### src/rtl/mem_pkg.sv
// Shared types and constants for the memory port arbiter.
//   mem_arb_state_t : arbiter FSM states (IDLE, F0, F1, F2, D0, D1)
//   requester_t     : identifies the fetch or data requester
//   INSTR_BYTES     : bytes read per instruction fetch
package mem_pkg;

  typedef enum logic [2:0] {
    IDLE,
    F0,
    F1,
    F2,
    D0,
    D1
  } mem_arb_state_t;

  typedef enum logic {
    REQ_FETCH,
    REQ_DATA
  } requester_t;

  localparam int INSTR_BYTES = 2;

endpackage

### src/rtl/arb_select.sv
// Winner selection between the fetch and data requesters.
// Build option: MEM_ARB_ROUND_ROBIN_EN
//   undefined : fixed priority, data beats fetch.
//   defined   : alternating priority on contended arbitrations, tracked by a
//               last_winner register (resets to data, so fetch wins first).
// Ports:
//   clk, reset  : clock / async active-high reset (round-robin build only)
//   arb_en      : arbitration window (arbiter is in IDLE)
//   fetch_req   : fetch request level
//   data_req    : data request level
//   grant_valid : some requester wins this cycle
//   winner      : which requester wins (meaningful only with grant_valid)
module arb_select
  import mem_pkg::*;
(
`ifdef MEM_ARB_ROUND_ROBIN_EN
  input  logic       clk,
  input  logic       reset,
`endif
  input  logic       arb_en,
  input  logic       fetch_req,
  input  logic       data_req,
  output logic       grant_valid,
  output requester_t winner
);

  assign grant_valid = arb_en && (fetch_req || data_req);

`ifdef MEM_ARB_ROUND_ROBIN_EN
  requester_t last_winner;

  always_comb begin
    winner = REQ_DATA;
    if (fetch_req && data_req) begin
      // Contended: the side that lost last time goes first.
      winner = (last_winner == REQ_DATA) ? REQ_FETCH : REQ_DATA;
    end else if (fetch_req) begin
      winner = REQ_FETCH;
    end
  end

  // Only contended grants move the pointer; uncontended ones leave it alone.
  always_ff @(posedge clk or posedge reset) begin
    if (reset) begin
      last_winner <= REQ_DATA;
    end else if (arb_en && fetch_req && data_req) begin
      last_winner <= winner;
    end
  end
`else
  always_comb begin
    winner = REQ_DATA;
    if (fetch_req && !data_req) begin
      winner = REQ_FETCH;
    end
  end
`endif

endmodule

### src/rtl/mem_port_arbiter.sv
// Shares a single-port memory between the instruction-fetch path (two-byte
// reads, high byte at A, low byte at A+1 with wrap) and the data load/store
// path (single-byte reads/writes). Owns every memory enable.
// Build option: MEM_ARB_ROUND_ROBIN_EN selects round-robin arbitration on
// simultaneous requests (see arb_select); default is data-first priority.
// Ports:
//   clk, reset                 : clock, async active-high reset
//   fetch_req/fetch_addr       : fetch request and instruction address
//   fetch_gnt                  : one-cycle grant (high during F0)
//   fetch_rdata/fetch_rvalid   : {mem[A], mem[A+1]} and its one-cycle valid
//   data_req/data_we/data_addr/data_wdata : data request
//   data_gnt                   : one-cycle grant (high during D0)
//   data_rdata/data_rvalid     : read byte and its one-cycle valid (reads only)
//   mem_en/mem_we/mem_addr/mem_wdata/mem_rdata : memory port, one-cycle read
//                                latency
module mem_port_arbiter
  import mem_pkg::*;
#(
  parameter int DATA_BITS = 8,
  parameter int ADDR_BITS = 8
) (
  input  logic                             clk,
  input  logic                             reset,
  input  logic                             fetch_req,
  input  logic [ADDR_BITS-1:0]             fetch_addr,
  output logic                             fetch_gnt,
  output logic [INSTR_BYTES*DATA_BITS-1:0] fetch_rdata,
  output logic                             fetch_rvalid,
  input  logic                             data_req,
  input  logic                             data_we,
  input  logic [ADDR_BITS-1:0]             data_addr,
  input  logic [DATA_BITS-1:0]             data_wdata,
  output logic                             data_gnt,
  output logic [DATA_BITS-1:0]             data_rdata,
  output logic                             data_rvalid,
  output logic                             mem_en,
  output logic                             mem_we,
  output logic [ADDR_BITS-1:0]             mem_addr,
  output logic [DATA_BITS-1:0]             mem_wdata,
  input  logic [DATA_BITS-1:0]             mem_rdata
);

  mem_arb_state_t       state, state_next;
  logic [ADDR_BITS-1:0] addr_reg;
  logic                 we_reg;
  logic [DATA_BITS-1:0] wdata_reg;
  logic [DATA_BITS-1:0] hi_byte_reg;
  logic                 grant_valid;
  requester_t           winner;
  logic                 arb_en;

  assign arb_en = (state == IDLE);

  arb_select u_arb_select (
`ifdef MEM_ARB_ROUND_ROBIN_EN
    .clk         (clk),
    .reset       (reset),
`endif
    .arb_en      (arb_en),
    .fetch_req   (fetch_req),
    .data_req    (data_req),
    .grant_valid (grant_valid),
    .winner      (winner)
  );

  // Next state and memory-side outputs. Outputs decode the current state so
  // that an asynchronous reset (state -> IDLE) zeroes them immediately.
  always_comb begin
    state_next = state;
    fetch_gnt  = 1'b0;
    data_gnt   = 1'b0;
    mem_en     = 1'b0;
    mem_we     = 1'b0;
    mem_addr   = '0;
    mem_wdata  = '0;
    case (state)
      IDLE: begin
        if (grant_valid) begin
          state_next = (winner == REQ_DATA) ? D0 : F0;
        end
      end
      F0: begin
        fetch_gnt  = 1'b1;
        mem_en     = 1'b1;
        mem_addr   = addr_reg;
        state_next = F1;
      end
      F1: begin
        mem_en     = 1'b1;
        mem_addr   = addr_reg + ADDR_BITS'(1);  // wraps modulo 2^ADDR_BITS
        state_next = F2;
      end
      F2: begin
        state_next = IDLE;
      end
      D0: begin
        data_gnt   = 1'b1;
        mem_en     = 1'b1;
        mem_we     = we_reg;
        mem_addr   = addr_reg;
        mem_wdata  = we_reg ? wdata_reg : '0;
        state_next = we_reg ? IDLE : D1;
      end
      D1: begin
        state_next = IDLE;
      end
      default: begin
        state_next = IDLE;
      end
    endcase
  end

  always_ff @(posedge clk or posedge reset) begin
    if (reset) begin
      state        <= IDLE;
      addr_reg     <= '0;
      we_reg       <= 1'b0;
      wdata_reg    <= '0;
      hi_byte_reg  <= '0;
      fetch_rdata  <= '0;
      fetch_rvalid <= 1'b0;
      data_rdata   <= '0;
      data_rvalid  <= 1'b0;
    end else begin
      state        <= state_next;
      fetch_rvalid <= 1'b0;
      data_rvalid  <= 1'b0;
      if (state == IDLE && grant_valid) begin
        addr_reg  <= (winner == REQ_DATA) ? data_addr : fetch_addr;
        we_reg    <= (winner == REQ_DATA) && data_we;
        wdata_reg <= (winner == REQ_DATA) ? data_wdata : '0;
      end
      // Byte at A arrives during F1; byte at A+1 during F2. The high byte is
      // staged so fetch_rdata changes only together with fetch_rvalid.
      if (state == F1) begin
        hi_byte_reg <= mem_rdata;
      end
      if (state == F2) begin
        fetch_rdata  <= {hi_byte_reg, mem_rdata};
        fetch_rvalid <= 1'b1;
      end
      if (state == D1) begin
        data_rdata  <= mem_rdata;
        data_rvalid <= 1'b1;
      end
    end
  end

endmodule
### config.mk
export PLATFORM = sky130hd
export DESIGN_NAME = mem_port_arbiter
export DESIGN_NICKNAME = d
export VERILOG_FILES = /design/src/rtl/mem_pkg.sv /design/src/rtl/arb_select.sv /design/src/rtl/mem_port_arbiter.sv
export SDC_FILE = /design/constraint.sdc
export NUM_CORES = 1
export LEC_CHECK = 0
export CAP_MARGIN = 0
export CORE_MARGIN = 4
export CORE_UTILIZATION = 45
export DETAILED_ROUTE_END_ITERATION = 8
export MAX_ROUTING_LAYER = met4
export PLACE_DENSITY = 0.79
export SLEW_MARGIN = 0
export SYNTH_ARGS = -nofsm -noshare
export SYNTH_HDL_FRONTEND = slang
export SYNTH_SLANG_ARGS = --single-unit
### constraint.sdc
create_clock -name clk -period 2.2 [get_ports clk]
set_input_delay 0.33 -clock clk [delete_from_list [all_inputs] [get_ports clk]]
set_output_delay 0.33 -clock clk [all_outputs]
set_load 0.02 [all_outputs]
Word level (Yosys, flattened, before mapping)
Index checks and enable logic that the tools add are counted.
{"block": "word_totals", "reg_bits": 54, "input_bits": 37, "out_inout_bits": 46, "wordCells": 41}
{"block": "classes", "addsub": 1, "n_eq_ne": 6, "mux": 16, "n_reduce_logical": 9}
{"operator": "$mux 8", "count": 4}
{"operator": "$pmux 8 s2", "count": 1}
{"operator": "$pmux 3 s4", "count": 1}
{"operator": "$mux 3", "count": 3}
{"operator": "$add 8x1->8 const B", "count": 1}
{"operator": "$mux 1", "count": 7}
{"operator": "$eq 3x2->1 const B", "count": 2}
{"operator": "$eq 3x3->1 const B", "count": 2}
{"operator": "$logic_and 1x1->1", "count": 4}
{"operator": "$eq 3x1->1 const B", "count": 1}
{"operator": "$logic_not 3->1", "count": 1}
{"operator": "$reduce_or 3->1", "count": 1}
{"operator": "$ne 2x2->1 const B", "count": 1}
{"operator": "$reduce_or 2->1", "count": 1}
{"operator": "$logic_not 1->1", "count": 1}
{"operator": "$logic_or 1x1->1", "count": 1}

Longest topological paths before layout
Gate-level depths: netlist of the first run.
{"block": "logic_depth", "ltp_word": 5, "depth_mapped": 5, "mapped_depth_nobuf": 4}

By module
Synthesis of the first run repeated with hierarchy kept, for this count alone.
{"block": "unflattened", "hier_cells": 235, "area_unflattened_um2": 2477.4}
{"module": "mem_port_arbiter", "instances": 1, "cells_per_inst": 233, "area_each_um2": 2463.6, "seq_area_each_um2": 1351.3}
{"module": "arb_select", "instances": 1, "cells_per_inst": 2, "area_each_um2": 13.8, "seq_area_each_um2": 0.0}

Worst setup path after synthesis of the first run
No wires, ideal clock.
{"block": "synth_timing", "kind": "reg2out", "start": "reg state[2]", "end": "out mem_addr[5]", "arrival_ps": 1573, "required_time_ps": 1870, "setup_slack_ps": 297, "stages_incl_launch_ff": 5, "path_buffers": 1, "path_cell_list": "dfrtp_1 > or3b_1 > buf_2 > or4_1 > o211ai_1"}
{"block": "synth_between", "elab_chain_cells": 3, "elab_cells_between_ends": 5, "cone_classes": "eq/ne (3); mux (1); reduce/logical (1)"}
{"item": "start: declaration", "line": "mem_port_arbiter.sv:43", "text": "mem_arb_state_t state, state_next;"}
{"item": "start signal: assignment", "line": "mem_port_arbiter.sv:125", "text": "state <= state_next;"}
{"item": "$eq 3x3->1 or $eq 3x1->1 (tied branches)", "line": "mem_port_arbiter.sv:76", "text": "case (state)"}
{"item": "$reduce_or 2->1 (no line)"}
{"item": "$pmux 8 s2 (*)", "line": "mem_port_arbiter.sv:76"}
{"item": "end: declaration", "line": "mem_port_arbiter.sv:38", "text": "output logic [ADDR_BITS-1:0] mem_addr,"}
Mark *: on every way between the ends. The rest lies on a longest branch, timed or not.

Final worst setup path of the first run
Ends and elaborated chain as after synthesis.

==> impl_metrics.ini, run 1 <==
[finish]
utilization = 0.682
largest-register = fetch_rdata
largest_reg_flops = 16
drive_above_1_share = 0.228
nFillCells = 407
multi_input_comb_area_um2 = 1010
n_antenna_cell = 0
syn_to_final_growth_pct = 45.5
finalNetCount = 339
seq_area_um2 = 1350
stdcell_count = 372

[timing]
setup_violations = 2
max_freq_mhz = 441
fin_ws_ns = -0.0651
clock_skew_ns = 0.00886
relSlewSlack = 0.620
setup-tns-final_ns = -0.0856
whs_ns = 0.393
drv_slew = 0
period_minus_slack_ns = 2.27
rsz0062_at_grt = yes
fin_crit_sh = 1.03
final_hold_viol_count = 0
tightest_slew_ns = 0.569

[clock_network]
htreeDepth = 2
clock_sinks = 54
clk_pin_slew_ns = 0.10
cts_tree = built
insertion_delay_ns = 0.30
ctsHoldBuffers = 0
clockBufferDepth = 2
cts_root_buf = clkbuf_8
numCtsBuffers = 5

[run_status]
status = complete, but fails checks
violations = negative setup slack

[grt]
grt_max_degree = 55
grt_usage = 0.185
grt_pass1_wl_um = 9110
antenna_found_initial = 0
grt_pass1_vias = 1857
overflow = 0

[worst_setup_path]
path_cells = or3b_4 -> buf_6 -> or4_4 -> o211ai_1 -> buf_4
startpoint_type = flip-flop
rrSetupSlack_ns = 0.46
worst-path-buf-inv = 2
crit_fanout = 2
cp.required_ns = 1.87
end_kind = output pin
criticalPathCategory = flip-flop to output pin
crit_family = simple AND/OR/NAND/NOR gates
critical_path_arrival_ns = 1.94
cp_slowest_cell = or4_4
max_stage_delay_ns = 0.46

[power_and_ir_drop]
vdd_drop_max_uv = 766
cell_internal_pwr_uw = 3230
switchingPower_uw = 2060
seqPwrFrac = 0.334
clkPwrFrac = 0.128
comb_power_share = 0.538
p_leak_uw = 0.00169
pwr_density_cell_nw_per_um2 = 1500
switching_share = 0.389
power_uw = 5280

[synth]
synth_top_area_frac = 0.557
syn_area_per_cell_um2 = 11.8
ys_ff_latch = 54
synth_area_leaders = dfrtp_1 (56%), mux2_2 (13%), mux2i_1 (5.0%)
yosys_warnings = 0
syn-num-nets = 244
synth_edf_count = 0
synth_most_common_cell = dfrtp_1
synth_cells = 206
synth_cell_type_count = 32
yosysTopAreaCell = dfrtp_1
synth_area_um2 = 2430
ys.flop_type = dfrtp_1
synthTopCellsByCount = dfrtp_1 (54), mux2_2 (29), nand2_1 (29)
synthArstFlopShare = 1.00
ys_seq_area_frac = 0.557

[placed_design]
placed_cells = 363
dp_hpwl_um = 4070
gp_congestion = 0.881
io_buffers = 82

[floorplanning]
fp.dieW_um = 81.4
ios = 83
num_rows = 26
die-area_um2 = 6630
start_util = 0.469
die_h_um = 81.4
core_um2 = 5170

[routing]
drt_pre_antenna_iters = 4
vias = 1862
drcViolationCount = 0
vias_per_cell = 5.01
drt_iter0_drc = 58
ant_nets = 0
wl_um = 5530
wire_per_inst_um = 14.9

[job]
cap_violations = 0

[worst_hold_path]
hold_class = input port to async pin
==> cell families after synthesis <==
family          after synthesis  synth area share
mux                          42             0.189
flops                        54             0.557
xor+xnor                      2           0.00722
compound gates               26            0.0789
fa+ha+maj                     1           0.00516
simple gates                 60             0.127
buf+inv                      21            0.0361
==> through the flow <==
stage / area (um2) / worst slack, ns
6_report: 3530 / -0.0651
5_1_grt: 3530 / -0.138
4_1_cts: 3520 / -0.133
3_5_place_dp: 3420 / -0.158
3_3_place_gp: 3420 / -0.140
2_1_floorplan: 2430 / 0.297
==> power groups by stage <==
stage                     clock network (uW)  logic (uW)  registers [uW]
final                                    674        2840            1770
after global routing                     733        3090            1830
after CTS                                693        2860            1760
after detailed placement                   0        2910            1780
after global placement                     0        2860            1760
after floorplan                            0        1400            1990
==> placed cells by master (no fill, tap or decap), types with 2 or more instances in the layout <==
cell and count:
mux2_2 29, inv_6 2, buf_2 2, nor3_1 2
or3_1 2, nand3_1 5, buf_4 17, clkbuf_2 3
a22o_1 9, nand2_1 29, o21ai_0 6, dlygate4sd2_1 10
a22oi_1 2, dfrtp_1 54, inv_1 9, clkbuf_8 5
buf_6 2, and3_1 8, nor2_1 2, clkdlybuf4s50_1 63
and2_1 2, mux2i_1 12, o211ai_1 4
==> cell type report <==
cell class              instances  share of cell area
inverters                      10              0.0106
clock buffers                   5              0.0195
repair buffers                 99               0.262
well taps                      70              0.0248
flip-flops and latches         54               0.383
clock inverters                 3              0.0135
multi-input cells             131               0.286
==> per-layer routing <==
| metal | vias to the layer above | GRT usage | share of wire |
|---|---|---|---|
| met5 | - | - | 0 |
| met4 | 0 | 0.0676 | 0.015 |
| met3 | 8 | 0.0252 | 0.037 |
| met2 | 42 | 0.294 | 0.50 |
| met1 | 903 | 0.245 | 0.45 |
| li1 | 909 | - | - |
==> worst reg2reg max path, delay by kind of cell (launching register included) <==
kind,cells,cell delay [ns]
buf+inv,2,0.35
mux,1,0.45
simple gates,1,0.46
flops,1,0.38
==> worst paths after layout <==
| kind | from | to | cells past startpoint |
|---|---|---|---|
| worst max-delay path | state[2] | mem_addr[5] | 5 |
| worst min-delay path | reset | hi_byte_reg[1] | 3 |
| worst max register to register | state[1] | data_rdata[2] | 4 |
| worst min register to register | hi_byte_reg[6] | hi_byte_reg[6] | 2 |
| max in group asynchronous | reset | data_rdata[4] | 3 |
| min in group clk | hi_byte_reg[6] | hi_byte_reg[6] | 2 |
==> timing repair <==
action | in CTS | in global routing
resized for setup | 38 | 16
endpoints found under the setup margin | 18 | 9
pin swaps | 2 | 3
buffers inserted | 1 | 0
No activity file was read; power rests on OpenSTA's default activity.
==> inputs of run 2 (changes only) <==
CTS_BUF_LIST = sky130_fd_sc_hd__clkbuf_16   (was unset)
==> run 2 against run 1 <==
  * The run now ends clean
  * Sequential share of layout area down 0.64 points
  * Fmax is 5.5% higher
  * Die area did not move
  * Critical path depth down 1
  * Clock power up 31%
  * Non-clock buffer count stayed put
  * Critical endpoint unchanged
  * Largest cell class unchanged
==> impl_metrics.ini, run 2 (synthesis results as in run 1) <==
[clock_network]
insertion_delay_ns = 0.28
ctsHoldBuffers = 0
numCtsBuffers = 5
clock_sinks = 54
cts_root_buf = clkbuf_16
clk_pin_slew_ns = 0.07
clockBufferDepth = 2
htreeDepth = 2
cts_tree = built

[routing]
wl_um = 5510
drt_pre_antenna_iters = 4
drt_iter0_drc = 59
drcViolationCount = 0
vias = 1869
wire_per_inst_um = 14.8
vias_per_cell = 5.02
ant_nets = 0

[grt]
grt_max_degree = 55
overflow = 0
antenna_found_initial = 0
grt_usage = 0.185
grt_pass1_wl_um = 9200
grt_pass1_vias = 1861

[timing]
whs_ns = 0.414
fin_crit_sh = 0.976
setup-tns-final_ns = 0
drv_slew = 0
tightest_slew_ns = 0.573
relSlewSlack = 0.617
max_freq_mhz = 466
rsz0062_at_grt = yes
period_minus_slack_ns = 2.15
setup_violations = 0
clock_skew_ns = 0.00513
final_hold_viol_count = 0

[finish]
syn_to_final_growth_pct = 48.0
finalNetCount = 339
nFillCells = 402
final_cell_mix = clkdlybuf4s50_1 (63), dfrtp_1 (54), mux2_2 (29), nand2_1 (29), buf_4 (19)
n_antenna_cell = 0
utilization = 0.694
final_common_cell = clkdlybuf4s50_1
largest_reg_flops = 16
drive_above_1_share = 0.222
largest-register = fetch_rdata

[job]
cap_violations = 0

[worst_setup_path]
end_kind = output pin
startpoint = state[0]
startpoint_type = flip-flop
rr_startpoint = state[1]
critical_path_arrival_ns = 1.82
criticalPathCategory = flip-flop to output pin
crit_fanout = 3
cp.required_ns = 1.87

[floorplanning]
core_um2 = 5170
fp.dieW_um = 81.4
die_h_um = 81.4
num_rows = 26
die-area_um2 = 6630
ios = 83
start_util = 0.469

[power_and_ir_drop]
p_leak_uw = 0.00171
vdd_drop_max_uv = 868
pwr_density_cell_nw_per_um2 = 1540

[placed_design]
gp_congestion = 0.881
io_buffers = 82
dp_hpwl_um = 4070

[worst_hold_path]
hold_class = input port to async pin

[run_status]
status = finished, final reports clean
[run 2: area by class of cell]
class | instances | area (um2) | area share
multi-input cells | 131 | 1000 | 0.279
inverters | 10 | 37.5 | 0.0105
flip-flops and latches | 54 | 1350 | 0.376
well taps | 70 | 87.6 | 0.0244
clock buffers | 5 | 125 | 0.0349
repair buffers | 99 | 938 | 0.261
clock inverters | 3 | 47.5 | 0.0132
[run 2: power by group]
group / internal, uW / leakage, uW / switching, uW
Combinational: 1430 / 0.000972 / 1430
Clock: 545 / 0.0000848 / 340
Sequential: 1470 / 0.000658 / 297
[run 2: critical path: stages (launching register included)]
cell and delay (ns):
dfrtp_1 0.38, or3b_4 0.42, or4_4 0.48, o211ai_1 0.10, buf_4 0.17
[run 2: what timing repair did]
action / CTS / global route
gates cloned: 0 / 0
pin swaps: 0 / 4
gates resized for setup: 38 / 15
setup endpoints to repair: 18 / 9
setup buffers: 0 / 1
[run 2: stage by stage]
| step | power [uW] | setup WS (ns) | area, um2 | cells |
|---|---|---|---|---|
| global placement | 4620 | -0.140 | 3420 | 363 |
| detailed placement | 4690 | -0.158 | 3420 | 363 |
| global route | 5910 | -0.0169 | 3590 | 372 |
| floorplan | 3390 | 0.297 | 2430 | 206 |
| CTS | 5530 | -0.112 | 3570 | 371 |
| finish | 5520 | 0.0534 | 3590 | 372 |
[run 2: worst paths after layout]
path                                  end  slack (ns)  cells past startpoint
setup reg to reg            data_rdata[2]        0.45                      4
setup / recovery              mem_addr[5]        0.05                      4
hold / removal              data_rdata[0]        0.41                      3
hold reg to reg            hi_byte_reg[1]        0.48                      2
max in group asynchronous          we_reg        1.55                      3
min in group clk           hi_byte_reg[1]        0.48                      2
[run 2: metal layers]
layer / global-route usage / part of all wire / vias to the layer above
li1: - / - / 918
met1: 0.247 / 0.44 / 899
met2: 0.297 / 0.51 / 46
met3: 0.0285 / 0.037 / 6
met4: 0.0473 / 0.012 / 0
met5: - / 0 / -
